<file path="config.mk">
export PLATFORM = sky130hd
export DESIGN_NAME = frame_config_sequencer_flat
export DESIGN_NICKNAME = d
export VERILOG_FILES = /design/src/rtl/frame_cfg_pkg.sv /design/src/rtl/frame_config_sequencer_if.sv /design/src/rtl/frame_cfg_crc16.sv /design/src/rtl/frame_config_sequencer.sv /design/src/flat_wrapper.sv
export SDC_FILE = /design/constraint.sdc
export NUM_CORES = 1
export LEC_CHECK = 0
export ABC_AREA = 1
export CORE_AREA = 2 2 104 106
export CTS_CLUSTER_DIAMETER = 30
export DETAILED_ROUTE_END_ITERATION = 10
export DIE_AREA = 0 0 106 108
export GPL_ROUTABILITY_DRIVEN = 0
export MAX_ROUTING_LAYER = met4
export PLACE_DENSITY = 0.62
export SLEW_MARGIN = 25
export SYNTH_ARGS = -nofsm -noshare
export SYNTH_HDL_FRONTEND = slang
export SYNTH_HIERARCHICAL = 1
export SYNTH_SLANG_ARGS = --single-unit
</file>
<file path="constraint.sdc">
create_clock -name CLK -period 1.69 [get_ports CLK]
set_clock_uncertainty 0.05 [all_clocks]
set_input_delay 0.507 -clock CLK [delete_from_list [all_inputs] [get_ports CLK]]
set_output_delay 0.507 -clock CLK [all_outputs]
set_load 0.05 [all_outputs]
</file>
<file path="src/rtl/frame_cfg_pkg.sv">
// Shared types and constants for the frame configuration sequencer:
// FSM state enum, header field layout, and the CRC-16-CCITT word update.
package frame_cfg_pkg;

  typedef enum logic [2:0] {
    S_IDLE   = 3'd0,
    S_DATA   = 3'd1,
    S_SETUP  = 3'd2,
    S_STROBE = 3'd3,
    S_HOLD   = 3'd4,
    S_CRC    = 3'd5
  } state_e;

  localparam logic [7:0] SYNC_BYTE = 8'hA5;

  // Header word layout: {SYNC, column, frame count, reserved}
  localparam int HDR_SYNC_LSB = 24;
  localparam int HDR_COL_LSB  = 16;
  localparam int HDR_NFR_LSB  = 8;
  localparam int HDR_RSV_LSB  = 0;

  localparam logic [15:0] CRC_POLY = 16'h1021;
  localparam logic [15:0] CRC_INIT = 16'hFFFF;

  // Fold one 32-bit word into the CRC, MSB first.
  function automatic logic [15:0] crc16_word(input logic [15:0] crc,
                                             input logic [31:0] data);
    logic [15:0] c;
    logic        fb;
    c = crc;
    for (int i = 31; i >= 0; i--) begin
      fb = c[15] ^ data[i];
      c  = {c[14:0], 1'b0} ^ (fb ? CRC_POLY : 16'h0000);
    end
    return c;
  endfunction

endpackage

</file>
<file path="src/rtl/frame_config_sequencer_if.sv">
// 32-bit valid/ready word stream from the bitstream port.
interface frame_config_sequencer_if;
  logic        s_valid;
  logic        s_ready;
  logic [31:0] s_data;

  modport master (output s_valid, output s_data, input  s_ready);
  modport slave  (input  s_valid, input  s_data, output s_ready);
endinterface

</file>
<file path="src/rtl/frame_cfg_crc16.sv">
// CRC-16-CCITT accumulator, one 32-bit word per cycle.
// clr_i restarts from CRC_INIT; with en_i in the same cycle the word is
// folded into the fresh seed, so a header can start the run directly.
module frame_cfg_crc16
  import frame_cfg_pkg::*;
(
  input  logic        CLK,
  input  logic        resetn,
  input  logic        clr_i,
  input  logic        en_i,
  input  logic [31:0] data_i,
  output logic [15:0] crc_o
);

  logic [15:0] crc_q, crc_d, base;

  // Next CRC: optional restart, then optional word update.
  always_comb begin
    base  = clr_i ? CRC_INIT : crc_q;
    crc_d = en_i ? crc16_word(base, data_i) : base;
  end

  // CRC register.
  always_ff @(posedge CLK or negedge resetn) begin
    if (!resetn) crc_q <= CRC_INIT;
    else         crc_q <= crc_d;
  end

  assign crc_o = crc_q;

endmodule

</file>
<file path="src/rtl/frame_config_sequencer.sv">
// Column configuration loader: decodes a header word, then for each data
// word runs SETUP (FrameData valid) -> STROBE (one-hot FrameStrobe[k]) ->
// HOLD (data held) before taking the next word.
// Optional feature macro: CFG_CRC_EN adds a CRC-16 trailer word check.
module frame_config_sequencer
  import frame_cfg_pkg::*;
#(
  parameter int FRAME_BITS  = 32,
  parameter int MAX_FRAMES  = 20,
  parameter int NUM_COLUMNS = 60,
  parameter int COL_W       = 6
)(
  input  logic                  CLK,
  input  logic                  resetn,
  frame_config_sequencer_if.slave s,
  output logic [COL_W-1:0]      col_sel,
  output logic [FRAME_BITS-1:0] FrameData,
  output logic [MAX_FRAMES-1:0] FrameStrobe,
  output logic                  busy,
  output logic                  done,
  output logic                  error
);

  localparam logic [7:0] NCOL8 = 8'(NUM_COLUMNS);
  localparam logic [7:0] MAXF8 = 8'(MAX_FRAMES);

  state_e                state_q, state_d;
  logic [COL_W-1:0]      col_q, col_d;
  logic [FRAME_BITS-1:0] data_q, data_d;
  logic [7:0]            nfr_q, nfr_d;
  logic [7:0]            k_q, k_d;
  logic                  busy_q, busy_d;
  logic                  done_q, done_d;
  logic                  err_q, err_d;

  logic [7:0] hdr_sync, hdr_col, hdr_nfr, hdr_rsv;
  logic       hdr_ok;
  logic       last_frame;

  // Header field decode and acceptance test.
  always_comb begin
    hdr_sync = s.s_data[HDR_SYNC_LSB +: 8];
    hdr_col  = s.s_data[HDR_COL_LSB  +: 8];
    hdr_nfr  = s.s_data[HDR_NFR_LSB  +: 8];
    hdr_rsv  = s.s_data[HDR_RSV_LSB  +: 8];
    hdr_ok   = (hdr_sync == SYNC_BYTE) && (hdr_col < NCOL8) &&
               (hdr_nfr != 8'd0) && (hdr_nfr <= MAXF8) && (hdr_rsv == 8'd0);
  end

  assign last_frame = (8'(k_q + 8'd1) == nfr_q);

`ifdef CFG_CRC_EN
  logic        crc_clr, crc_en;
  logic [15:0] crc_val;

  frame_cfg_crc16 u_crc (
    .CLK    (CLK),
    .resetn (resetn),
    .clr_i  (crc_clr),
    .en_i   (crc_en),
    .data_i (s.s_data),
    .crc_o  (crc_val)
  );
`endif

  // Next-state and register updates; done is a single-cycle pulse.
  always_comb begin
    state_d = state_q;
    col_d   = col_q;
    data_d  = data_q;
    nfr_d   = nfr_q;
    k_d     = k_q;
    busy_d  = busy_q;
    done_d  = 1'b0;
    err_d   = err_q;
`ifdef CFG_CRC_EN
    crc_clr = 1'b0;
    crc_en  = 1'b0;
`endif
    case (state_q)
      S_IDLE: begin
        if (s.s_valid) begin
          if (hdr_ok) begin
            col_d   = hdr_col[COL_W-1:0];
            nfr_d   = hdr_nfr;
            k_d     = 8'd0;
            busy_d  = 1'b1;
            err_d   = 1'b0;
            state_d = S_DATA;
`ifdef CFG_CRC_EN
            crc_clr = 1'b1;
            crc_en  = 1'b1;
`endif
          end else begin
            err_d = 1'b1;
          end
        end
      end
      S_DATA: begin
        if (s.s_valid) begin
          data_d  = s.s_data[FRAME_BITS-1:0];
          state_d = S_SETUP;
`ifdef CFG_CRC_EN
          crc_en  = 1'b1;
`endif
        end
      end
      S_SETUP:  state_d = S_STROBE;
      S_STROBE: state_d = S_HOLD;
      S_HOLD: begin
        k_d = 8'(k_q + 8'd1);
        if (last_frame) begin
`ifdef CFG_CRC_EN
          state_d = S_CRC;
`else
          state_d = S_IDLE;
          busy_d  = 1'b0;
          done_d  = 1'b1;
`endif
        end else begin
          state_d = S_DATA;
        end
      end
`ifdef CFG_CRC_EN
      S_CRC: begin
        if (s.s_valid) begin
          state_d = S_IDLE;
          busy_d  = 1'b0;
          if (s.s_data[15:0] == crc_val) done_d = 1'b1;
          else                           err_d  = 1'b1;
        end
      end
`endif
      default: begin
        state_d = S_IDLE;
        busy_d  = 1'b0;
      end
    endcase
  end

  // State and datapath registers; reset aborts any load in progress.
  always_ff @(posedge CLK or negedge resetn) begin
    if (!resetn) begin
      state_q <= S_IDLE;
      col_q   <= '0;
      data_q  <= '0;
      nfr_q   <= 8'd0;
      k_q     <= 8'd0;
      busy_q  <= 1'b0;
      done_q  <= 1'b0;
      err_q   <= 1'b0;
    end else begin
      state_q <= state_d;
      col_q   <= col_d;
      data_q  <= data_d;
      nfr_q   <= nfr_d;
      k_q     <= k_d;
      busy_q  <= busy_d;
      done_q  <= done_d;
      err_q   <= err_d;
    end
  end

  // Strobe decode straight from registered state, so reset kills it at once.
  for (genvar i = 0; i < MAX_FRAMES; i++) begin : g_stb
    assign FrameStrobe[i] = (state_q == S_STROBE) && (k_q == 8'(i));
  end

  assign s.s_ready = (state_q == S_IDLE) || (state_q == S_DATA) ||
                     (state_q == S_CRC);
  assign col_sel   = col_q;
  assign FrameData = data_q;
  assign busy      = busy_q;
  assign done      = done_q;
  assign error     = err_q;

endmodule

</file>
<file path="src/flat_wrapper.sv">
// flat-port wrapper written by rule: the top's interface ports become plain ports
module frame_config_sequencer_flat import frame_cfg_pkg::*;
#(
  parameter int FRAME_BITS  = 32,
  parameter int MAX_FRAMES  = 20,
  parameter int NUM_COLUMNS = 60,
  parameter int COL_W       = 6
)
  (CLK, resetn, col_sel, FrameData, FrameStrobe, busy, done, error, s_s_valid, s_s_data, s_s_ready);
  frame_config_sequencer_if s_i ();
  input  logic CLK;
  input  logic resetn;
  output logic [COL_W-1:0] col_sel;
  output logic [FRAME_BITS-1:0] FrameData;
  output logic [MAX_FRAMES-1:0] FrameStrobe;
  output logic busy;
  output logic done;
  output logic error;
  input wire logic [$bits(s_i.s_valid)-1:0] s_s_valid;
  input wire logic [$bits(s_i.s_data)-1:0] s_s_data;
  output wire logic [$bits(s_i.s_ready)-1:0] s_s_ready;
  assign s_i.s_valid = s_s_valid;
  assign s_i.s_data = s_s_data;
  assign s_s_ready = s_i.s_ready;
  frame_config_sequencer #(.FRAME_BITS(FRAME_BITS), .MAX_FRAMES(MAX_FRAMES), .NUM_COLUMNS(NUM_COLUMNS), .COL_W(COL_W)) u_core (.CLK(CLK), .resetn(resetn), .s(s_i), .col_sel(col_sel), .FrameData(FrameData), .FrameStrobe(FrameStrobe), .busy(busy), .done(done), .error(error));
endmodule
</file>
==> metrics <==
I/O pins 97; Die Width 106 µm; most frequent cells in the layout 85 x nand2_1, 66 x buf_12, 60 x buf_4; area of the die 11400 µm²; first-pass GRT wire length 15000 µm; Sequential Power Share 0.281; final setup margin -0.533 ns; CTS tree built; number of synthesized register bits 60; row count 37; Avg Inst Size Synth 8.29 µm²; CTS Root Cell clkbuf_8; CP arrival 1.67 ns; final setup vio count 24; Clock transition at path regs 0.07 ns; period utilisation layout 1.32; DP Wirelength 6810 µm; CTS Buf Count 9; CP required 1.13 ns; largest net degree at the start of global routing 27; critical path class flop to primary output; clk buf depth 2; Logic pwr share 0.542; Rel. slew slack 0.749; Synth Instances 367; synth-to-layout area growth 101%; initial DRC count 135; GRT Util Overall 0.169; Die Ht 108 µm; RSZ-0062 raised after global routing yes; port bufs 96; Cell Pwr Density 1310 nW/µm²; vias in the first global route 3210; antenna-violating nets left 0; setup TNS -10.51 ns; final hold violation count 0; Avg Vias per Cell 4.47; status finished with violations; CP Capture Type primary output; Post-Route WL 9100 µm; drt pass-1 iters 4; clk sinks 60; failing checks negative setup slack; Internal Power 4.72 mW; most common cell after layout, fill and taps aside nand2_1; global route overflow 0; drt drc 0; Final Net Count 580; syn_nets 406; fin. max-slew vios 0; DR vias 3050; library cells used by synthesis 30; Tot Pwr 8.04 mW; Clk Latency, worst-skew pair 0.33 ns; min Tclk post-route 2.22 ns; switching power 3.32 mW; Sw Share 0.413; worst vdd ir 0.00120 V; Worst Max-Slew Pin Slew 0.375 ns; post-synthesis sequential area ratio 0.493; Clk pwr share 0.177; share of layout cells above drive strength 1 0.513; Core Region 10200 µm²; antenna cells 0; htree depth 3; Max Cap Viol 0; Max Freq 450 MHz; synth warn 6; Max Fanout on Critical Path 3; Leak 2.83 nW; Worst Hold Class input pin to flop; synthesized area 3040 µm²; Starting Density 0.297; wire per inst 13.3 µm; startpoint types flop; antenna violations before repair 0; minimum hold slack 0.426 ns
## through the flow
step / utilization / std cells / worst slack (ns) / area (µm²)
final: 0.599 / 682 / -0.533 / 6120
after global routing: 0.599 / 682 / -0.641 / 6120
after CTS: 0.587 / 677 / -0.534 / 6000
after detailed placement: 0.530 / 650 / -0.551 / 5420
after global placement: 0.530 / 650 / -0.521 / 5420
after floorplan: - / 367 / -0.319 / 3240
## power by group through the flow
stage | sequential [mW] | combinational [mW] | clock [mW]
floorplan | 3.34 | 0.852 | 0
global placement | 2.25 | 4.22 | 0
detailed placement | 2.28 | 4.27 | 0
CTS | 2.26 | 4.35 | 1.46
global route | 2.30 | 4.58 | 1.52
finish | 2.26 | 4.35 | 1.42
## cell usage after synthesis
master    instances  area [µm²]
a21oi_1           3        15.0
and2_4            1        8.76
buf_2             1        5.00
buf_4             2        15.0
buf_6             3        33.8
clkbuf_1          4        15.0
dfrtp_1          60        1500
ha_1              4        50.1
inv_1            45         169
inv_2             2        7.51
mux2_2           10         113
nand2_1         104         390
nand2_2           3        18.8
nand3_1          28         140
nand3b_1          1        7.51
nand4_1           2        12.5
nand4_4           1        21.3
nor2_1           30         113
nor2_2            8        50.1
nor2_4            2        22.5
nor3_1            7        35.0
nor3_4            1        16.3
nor4_1            3        18.8
o211ai_1          1        7.51
o21ai_0          25         125
o21ai_1           2        10.0
o21ai_2          11        96.3
o21bai_1          1        7.51
xnor2_1           1        8.76
xor2_1            1        8.76
## metal layers
metal / vias up / track usage / wire length (µm)
met3: 7 / 0.0500 / 592
li1: 1517 / - / -
met5: - / - / 0
met2: 89 / 0.290 / 4650
met1: 1437 / 0.194 / 3770
met4: 0 / 0.0479 / 82
## flip-flops by register name (all words and copies together) (netlist names)
signal            count
u_core/FrameData     32
u_core/busy           1
u_core/col_sel        6
u_core/done           1
u_core/error          1
u_core/k_q            8
u_core/nfr_q          8
u_core/state_q        3
## final timing paths
kind,cells past startpoint,slack [ns],end,start
max in group asynchronous,3,0.61,u_core/k_q[1]$_DFFE_PN0P_,resetn
setup / recovery,6,-0.53,FrameStrobe[16],u_core/k_q[7]$_DFFE_PN0P_
hold / removal,2,0.43,u_core/FrameData[26]$_DFFE_PN0P_,s_s_data[26]
min in group asynchronous,2,0.53,u_core/FrameData[20]$_DFFE_PN0P_,resetn
setup reg to reg,14,-0.14,u_core/busy$_DFFE_PN0P_,u_core/k_q[0]$_DFFE_PN0P_
hold reg to reg,2,0.44,u_core/nfr_q[3]$_DFFE_PN0P_,u_core/nfr_q[3]$_DFFE_PN0P_
## cells by family (layout without fill, tap and decap cells)
group | count (synthesis) | in the layout | synth area share
xor gates and xnor gates | 2 | 2 | 0.00576
DFF | 60 | 60 | 0.493
adders and majority gates | 4 | 4 | 0.0164
and+or+nand+nor | 191 | 191 | 0.281
buffers and inverters | 57 | 236 | 0.0806
AOI/OAI and AO/OA | 43 | 43 | 0.0859
muxes | 10 | 10 | 0.0370
## final cells by class
class / count / area (µm²)
inverter: 47 / 179
multi-input combinational: 250 / 1790
timing repair buffer: 173 / 2270
fill: 837 / 4110
clock inverter: 6 / 88.8
sequential: 60 / 1500
clock buffer: 10 / 128
tap: 136 / 170
## repair_timing
| action | 4_1_cts | 5_1_grt |
|---|---|---|
| buffers inserted | 9 | 5 |
| endpoints found under the setup margin | 48 | 41 |
| endpoints found under the hold margin | 9 | 0 |
| resized for setup | 89 | 30 |
| gates cloned | 1 | 0 |
| hold buffers | 1 | 0 |
| pin swaps | 38 | 26 |
## critical path: stages, from the launching register on
cell     delay (ns)
dfrtp_1        0.41
buf_4          0.15
nor3_2         0.18
nand3_2        0.16
buf_6          0.17
nor2_4         0.11
buf_12         0.14
Note: power is estimated with default switching activity, not from simulation.
